<file path="src/rtl/piso_frame_tx.sv">
// -----------------------------------------------------------------------------
// piso_frame_tx
//
// Transmit end of the serial bit-stream link. A parallel word is accepted over
// a valid/ready handshake, framed, and shifted out at one bit per clock on op:
//   start bit (0), WIDTH data bits, optional even-parity bit, stop bit (1).
// The line idles high. Every output is a flop; nothing from load/din reaches
// op combinationally.
//
// Parameters
//   WIDTH      data bits per frame (>= 2)
//   MSB_FIRST  1: din[WIDTH-1] goes out first, 0: din[0] goes out first
//   PARITY_EN  1: even-parity bit follows the data, 0: no parity bit
//
// Ports
//   clk    in   rising-edge clock
//   reset  in   asynchronous active-low reset (0 = reset)
//   din    in   parallel word, sampled only on the accept edge
//   load   in   producer valid
//   ready  out  block can accept a word (IDLE only)
//   op     out  serial line, idle high
//   busy   out  frame in progress (START..STOP)
//   done   out  high for exactly the STOP-bit cycle
// -----------------------------------------------------------------------------
module piso_frame_tx #(
  parameter int WIDTH     = 8,
  parameter int MSB_FIRST = 1,
  parameter int PARITY_EN = 1
) (
  input  logic             clk,
  input  logic             reset,
  input  logic [WIDTH-1:0] din,
  input  logic             load,
  output logic             ready,
  output logic             op,
  output logic             busy,
  output logic             done
);

  localparam int CNT_W = (WIDTH > 1) ? $clog2(WIDTH) : 1;
  localparam logic [CNT_W-1:0] CNT_LAST = CNT_W'(WIDTH - 1);

  typedef enum logic [2:0] {
    S_IDLE   = 3'd0,
    S_START  = 3'd1,
    S_DATA   = 3'd2,
    S_PARITY = 3'd3,
    S_STOP   = 3'd4
  } state_t;

  state_t           state_q, state_d;
  logic [WIDTH-1:0] shreg_q, shreg_d;
  logic [CNT_W-1:0] cnt_q,   cnt_d;
  logic             par_q,   par_d;
  logic             op_q,    op_d;
  logic             ready_q, ready_d;
  logic             busy_q,  busy_d;
  logic             done_q,  done_d;

  // Bit that goes out next, and the register after that bit is consumed.
  // The vacated end fills with zeros so the register drains to 0.
  logic             head;
  logic [WIDTH-1:0] shifted;

  always_comb begin
    if (MSB_FIRST != 0) begin
      head    = shreg_q[WIDTH-1];
      shifted = {shreg_q[WIDTH-2:0], 1'b0};
    end else begin
      head    = shreg_q[0];
      shifted = {1'b0, shreg_q[WIDTH-1:1]};
    end
  end

  // Outputs are registered, so each branch sets the value op/ready/busy/done
  // must carry during the state being entered, not the current one.
  always_comb begin
    state_d = state_q;
    shreg_d = shreg_q;
    cnt_d   = cnt_q;
    par_d   = par_q;
    op_d    = op_q;
    ready_d = ready_q;
    busy_d  = busy_q;
    done_d  = 1'b0;

    unique case (state_q)
      S_IDLE: begin
        if (load) begin
          // Accept point: capture the word and its even parity.
          state_d = S_START;
          shreg_d = din;
          par_d   = ^din;
          cnt_d   = '0;
          op_d    = 1'b0;
          ready_d = 1'b0;
          busy_d  = 1'b1;
        end
      end

      S_START: begin
        // Present data bit 0 and consume it from the register.
        state_d = S_DATA;
        op_d    = head;
        shreg_d = shifted;
        cnt_d   = '0;
      end

      S_DATA: begin
        // cnt_q is the index of the data bit currently on op.
        if (cnt_q == CNT_LAST) begin
          if (PARITY_EN != 0) begin
            state_d = S_PARITY;
            op_d    = par_q;
          end else begin
            state_d = S_STOP;
            op_d    = 1'b1;
            done_d  = 1'b1;
          end
        end else begin
          cnt_d   = cnt_q + CNT_W'(1);
          op_d    = head;
          shreg_d = shifted;
        end
      end

      S_PARITY: begin
        state_d = S_STOP;
        op_d    = 1'b1;
        done_d  = 1'b1;
      end

      S_STOP: begin
        state_d = S_IDLE;
        op_d    = 1'b1;
        ready_d = 1'b1;
        busy_d  = 1'b0;
        cnt_d   = '0;
      end

      default: begin
        state_d = S_IDLE;
        op_d    = 1'b1;
        ready_d = 1'b1;
        busy_d  = 1'b0;
        cnt_d   = '0;
      end
    endcase
  end

  // Reset aborts any frame at once and forces the line high without a low
  // glitch, since op_q itself is set to 1 asynchronously.
  always_ff @(posedge clk or negedge reset) begin
    if (!reset) begin
      state_q <= S_IDLE;
      shreg_q <= '0;
      cnt_q   <= '0;
      par_q   <= 1'b0;
      op_q    <= 1'b1;
      ready_q <= 1'b1;
      busy_q  <= 1'b0;
      done_q  <= 1'b0;
    end else begin
      state_q <= state_d;
      shreg_q <= shreg_d;
      cnt_q   <= cnt_d;
      par_q   <= par_d;
      op_q    <= op_d;
      ready_q <= ready_d;
      busy_q  <= busy_d;
      done_q  <= done_d;
    end
  end

  assign op    = op_q;
  assign ready = ready_q;
  assign busy  = busy_q;
  assign done  = done_q;

endmodule

</file>
<file path="config.mk">
export PLATFORM = sky130hd
export DESIGN_NAME = piso_frame_tx
export DESIGN_NICKNAME = d
export VERILOG_FILES = /design/src/rtl/piso_frame_tx.sv
export SDC_FILE = /design/constraint.sdc
export NUM_CORES = 1
export LEC_CHECK = 0
export ABC_AREA = 1
export ABC_CLOCK_PERIOD_IN_PS = 1900
export CORE_UTILIZATION = 40
export CTS_CLUSTER_DIAMETER = 200
export DETAILED_ROUTE_END_ITERATION = 12
export HOLD_SLACK_MARGIN = 0.1
export REMOVE_ABC_BUFFERS = 1
export SYNTH_ARGS = -nofsm -noshare
export SYNTH_HDL_FRONTEND = slang
export SYNTH_SLANG_ARGS = --single-unit
</file>
<file path="constraint.sdc">
create_clock -name clk -period 1.9 [get_ports clk]
set_clock_uncertainty 0.1 [all_clocks]
set_input_delay 0.285 -clock clk [delete_from_list [all_inputs] [get_ports clk]]
set_output_delay 0.285 -clock clk [all_outputs]
set_load 0.02 [all_outputs]
</file>
==> results.json, run 1 <==
{
  "via_count": 919,
  "placementRows": 18,
  "critPathSlowestCell": "clkdlybuf4s50_1",
  "portBuffers": 14,
  "synth-seq-area-share_pct": 44.6,
  "avgViaCountPerCell": 4.64,
  "setup.worst_path.start_class": "register",
  "ys.warnings.count": 0,
  "antenna_found_initial": 0,
  "worst-path-buf-inv": 1,
  "p_seq_share_pct": 40.5,
  "power.share.switching_pct": 43.1,
  "cts_setup_buffers": 0,
  "cts_made_buffers": 3,
  "worst_pin_slew_ns": 0.317,
  "synth_area_sq_um": 1070,
  "ant_nets": 0,
  "grt_use_total_pct": 17.6,
  "crit_cells": 1,
  "worstPathMaxFanout": 2,
  "instances_no_fill": 198,
  "initial_core_util_pct": 42.8,
  "cap_violations": 0,
  "synth-seq-cells": 19,
  "first_pass_iters": 4,
  "routed_wl_um": 2040,
  "layout_min_cycle_time_ns": 1.81,
  "htree_levels": 1,
  "cts_tree": "yes",
  "post-place-cells": 194,
  "final-hold-violation-count": 0,
  "syn2layout_area_growth_pct": 18.7,
  "final_common_cell": "nand2_1",
  "synthSimpleGateAreaFrac_pct": 40.9,
  "critPathKind": "register to output pin",
  "grt_pass1_vias": 825,
  "grt_overflow": 0,
  "synth_compound_gate_area_share_pct": 3.74,
  "dp_hpwl_um": 1600,
  "muxShareOfSynthArea_pct": 0,
  "timing.final.setup_violations": 0,
  "hp-class": "input port to asynchronous set/reset pin",
  "clock_latency_ns": 0.29,
  "synth_xor_area_share_pct": 0.818,
  "max-slew-margin-rel_pct": 78.9,
  "synth_cell_types": 22,
  "fmax_mhz": 553,
  "post_route_cells_drive_above_1_share_pct": 8.93,
  "synth_top_family_by_area": "simple AND/OR/NAND/NOR gates",
  "grt_pass1_wl_um": 3600,
  "root_buffer": "clkbuf_4",
  "drv_slew": 0,
  "die_h_um": 53.7,
  "rr_worst_depth": 9,
  "cts_hold_buf": 0,
  "internal_power_mw": 0.960,
  "routedWlPerCell_um": 10.3,
  "crit_chain": "clkdlybuf4s50_1",
  "fin_tns_setup_ns": 0,
  "worstSetupStartpoint": "ready",
  "filler_cell_count": 243,
  "drc_errors": 0,
  "num_io_pins": 15,
  "peakVddDrop_mv": 0.654,
  "ctsResizeCount": 0,
  "place_congestion": 0.733,
  "grt_max_degree": 20,
  "power.total_mw": 1.69,
  "syn_avg_cell_area_sq_um": 7.14,
  "combPwrFrac_pct": 47.6,
  "clk_pin_slew_ns": 0.11,
  "dieWidth_um": 53.7,
  "cp-endpoint": "ready",
  "cp_data_arrival_time_ns": 1.42,
  "drt_iter0_markers": 11,
  "ff2ff_setup_slack_ns": 0.33,
  "core-area_sq_um": 2500,
  "final_cell_mix": "nand2_1, dfrtp_1, inv_1",
  "rr_endpoint": "shreg_q[7]",
  "n_antenna_cell": 0,
  "crit_family": "buffers and inverters",
  "placed_area_sq_um": 1240,
  "r2r_start": "cnt_q[0]",
  "design_area_sq_um": 1270,
  "switchingPower_mw": 0.726,
  "cp_slowest_stage_delay_ns": 0.59,
  "synth_adder_area_share_pct": 2.34,
  "critPathRequiredTime_ns": 1.51,
  "status": "finished, final reports clean",
  "clock-sinks": 19,
  "pwr_density_cell_nw_per_um2": 1330,
  "nets": 182,
  "clock_path_buffers": 2,
  "critPathCaptureType": "output pin",
  "die_area_sq_um": 2890,
  "clkPwrFrac_pct": 11.8,
  "syn_inst": 150,
  "period_share_pct": 95.2,
  "p_leak_nw": 0.696,
  "rsz0062_at_grt": "false"
}
-- metal layers --
| metal | global-route usage, % | vias to the layer above | part of all wire [%] |
|---|---|---|---|
| li1 | - | 494 | - |
| met1 | 23.0 | 406 | 48 |
| met2 | 28.4 | 17 | 47 |
| met3 | 3.39 | 2 | 3.3 |
| met4 | 6.58 | 0 | 0.93 |
| met5 | 0 | - | 0 |
-- logic make-up after synthesis --
kind of cell / Yosys count
compound gates: 8
xor+xnor: 1
flops: 19
buf+inv: 19
simple gates: 101
fa+ha+maj: 2
-- layout make-up --
| type | count | area (sq um) | share of cell area (%) |
|---|---|---|---|
| Multi-Input combinational cell | 112 | 512 | 40.3 |
| Inverter | 18 | 70.1 | 5.51 |
| Tap cell | 30 | 37.5 | 2.95 |
| Clock buffer | 4 | 26.3 | 2.07 |
| Timing Repair Buffer | 15 | 148 | 11.6 |
| Sequential cell | 19 | 478 | 37.6 |
-- synthesized netlist by cell type (all sizes together) --
cell   count  area share, %
nand2     82             30
o21ai      7            3.3
xnor2      1           0.82
buf        1            1.1
a21oi      1           0.47
ha         2            2.3
nor3       2           0.93
inv       18            6.5
dfstp      2            4.9
dfrtp     17             40
nor2       9            4.1
nand4      1           0.58
nand3      7            4.9
-- state kept, by name (all words and copies together) (netlist names) --
signal,count
op,1
state_q,3
par_q,1
busy,1
shreg_q,8
cnt_q,3
done,1
ready,1
-- how the worst min path moves through the flow --
stage,cells past startpoint,slack (ns),startpoint,end
2_1_floorplan,0,-0.11,reset,busy
3_3_place_gp,2,0.36,cnt_q[2],cnt_q[2]
3_5_place_dp,2,0.37,shreg_q[5],shreg_q[5]
4_1_cts,2,0.21,reset,done
5_1_grt,2,0.24,reset,done
6_report,2,0.21,reset,done
-- power by group through the flow --
stage               sequential, mW  combinational (mW)  clock, mW
floorplan                    0.709               0.564          0
global placement             0.685               0.811          0
detailed placement           0.692               0.813          0
CTS                          0.684               0.820      0.213
global route                 0.709               0.928      0.226
finish                       0.683               0.803      0.200
-- through the flow --
step	util [%]	setup slack [ns]	hold slack [ns]
4_1_cts	50.9	0.0710	0.208
2_1_floorplan	-	0.502	-0.111
5_1_grt	50.9	0.0387	0.235
3_5_place_dp	49.8	0.352	0.366
6_report	50.9	0.0919	0.213
3_3_place_gp	49.8	0.377	0.364
(Power assumes the default switching activity.)
==> inputs of run 2 (changes only) <==
- CTS_CLUSTER_SIZE: default -> 8
==> results of run 2 <==
Same layout as run 1: the final DEF is identical, and so are final timing and power.
==> inputs of run 3 (changes only) <==
- CORE_ASPECT_RATIO: default -> 0.6
==> results.json, run 3 (synthesis gave the netlist of run 1 again) <==
{
  "status": "finished, final reports clean",
  "rsz0062_at_grt": "false",
  "hp-class": "input port to asynchronous set/reset pin",
  "ctsResizeCount": 0,
  "worstPathMaxFanout": 2,
  "die_h_um": 42.1,
  "portBuffers": 14,
  "crit_chain": "clkdlybuf4s50_1",
  "drc_errors": 0,
  "routed_wl_um": 2120,
  "critPathKind": "register to output pin",
  "nets": 182,
  "grt_pass1_vias": 794,
  "dieWidth_um": 68.8,
  "ff2ff_setup_slack_ns": 0.34,
  "setup.worst_path.start_class": "register",
  "grt_max_degree": 20,
  "cts_hold_buf": 0,
  "instances_no_fill": 200,
  "critPathCaptureType": "output pin",
  "critPathRequiredTime_ns": 1.51,
  "post-place-cells": 196,
  "layout_min_cycle_time_ns": 1.77,
  "clock_latency_ns": 0.25,
  "worstSetupStartpoint": "op",
  "final-hold-violation-count": 0,
  "antenna_found_initial": 0,
  "cts_tree": "yes",
  "n_antenna_cell": 0,
  "worst-path-buf-inv": 1,
  "largest-register": "shreg_q",
  "crit_family": "buffers and inverters",
  "cts_setup_buffers": 0,
  "htree_levels": 1,
  "max-slew-margin-rel_pct": 77.0,
  "clock-sinks": 19,
  "num_io_pins": 15,
  "power.total_mw": 1.78,
  "placed_area_sq_um": 1250,
  "cts_made_buffers": 3,
  "fin_util_pct": 51.3,
  "p_leak_nw": 0.706,
  "cp_slowest_stage_delay_ns": 0.60,
  "final_common_cell": "nand2_1",
  "timing.final.setup_violations": 0,
  "placementRows": 14,
  "largest_reg_flops": 8,
  "clk_pin_slew_ns": 0.07,
  "grt_pass1_wl_um": 3590,
  "final_cell_mix": "nand2_1, dfrtp_1, inv_1",
  "routedWlPerCell_um": 10.6,
  "peakVddDrop_mv": 0.642,
  "root_buffer": "clkbuf_8",
  "die_area_sq_um": 2900,
  "fin_ws_ns": 0.133,
  "post_route_cells_drive_above_1_share_pct": 9.52,
  "cp_data_arrival_time_ns": 1.38,
  "fmax_mhz": 566,
  "fin_hold_ws_ns": 0.257,
  "drv_slew": 0,
  "top_regs": "shreg_q: 8 flops, cnt_q: 3 flops, state_q: 3 flops",
  "first_pass_iters": 4,
  "critPathSlowestCell": "clkdlybuf4s50_1",
  "clock_path_buffers": 2,
  "r2r_start": "cnt_q[0]",
  "fin_tns_setup_ns": 0,
  "cap_violations": 0,
  "period_share_pct": 93.0,
  "pwr_density_cell_nw_per_um2": 1380,
  "grt_overflow": 0,
  "ant_nets": 0,
  "syn2layout_area_growth_pct": 20.8,
  "grt_use_total_pct": 17.5,
  "post-place-ws_ns": 0.357,
  "via_count": 938,
  "initial_core_util_pct": 42.5,
  "worst_pin_slew_ns": 0.345,
  "core-area_sq_um": 2520,
  "dp_hpwl_um": 1660,
  "avgViaCountPerCell": 4.69,
  "design_area_sq_um": 1290,
  "place_congestion": 0.821,
  "drt_iter0_markers": 55
}
-- run 3: cell count changes in the layout (fill, tap and decap cells not counted), sizes merged --
cell and change:
clkinv +1, clkbuf -1
-- run 3: report_power, final --
part           leakage (nW)  internal (mW)  total, mW  switching, mW
clock network        0.0255          0.146      0.281          0.136
logic                 0.445          0.296      0.819          0.522
registers             0.235          0.583      0.685          0.102
-- run 3: area by class of cell --
cell class                 instances  area [sq um]
clock buffer                       3          41.3
clock inverter                     1          5.00
fill                             258          1230
inverter                          18          70.1
multi-input combinational        112           512
sequential                        19           478
tap                               32          40.0
timing repair buffer              15           148
-- run 3: path summary, 6_finish.rpt --
check | depth (start not counted) | end
min in group clk | 2 | shreg_q[3]
hold reg to reg | 2 | shreg_q[3]
setup reg to reg | 9 | shreg_q[1]
hold / removal | 2 | shreg_q[4]
max in group asynchronous | 2 | ready
setup / recovery | 1 | op
-- run 3: layer usage --
metal	routed length (um)	global-route usage, %
met5	0	0
met4	13	3.67
met3	122	6.52
met2	862	22.2
met1	1120	27.7
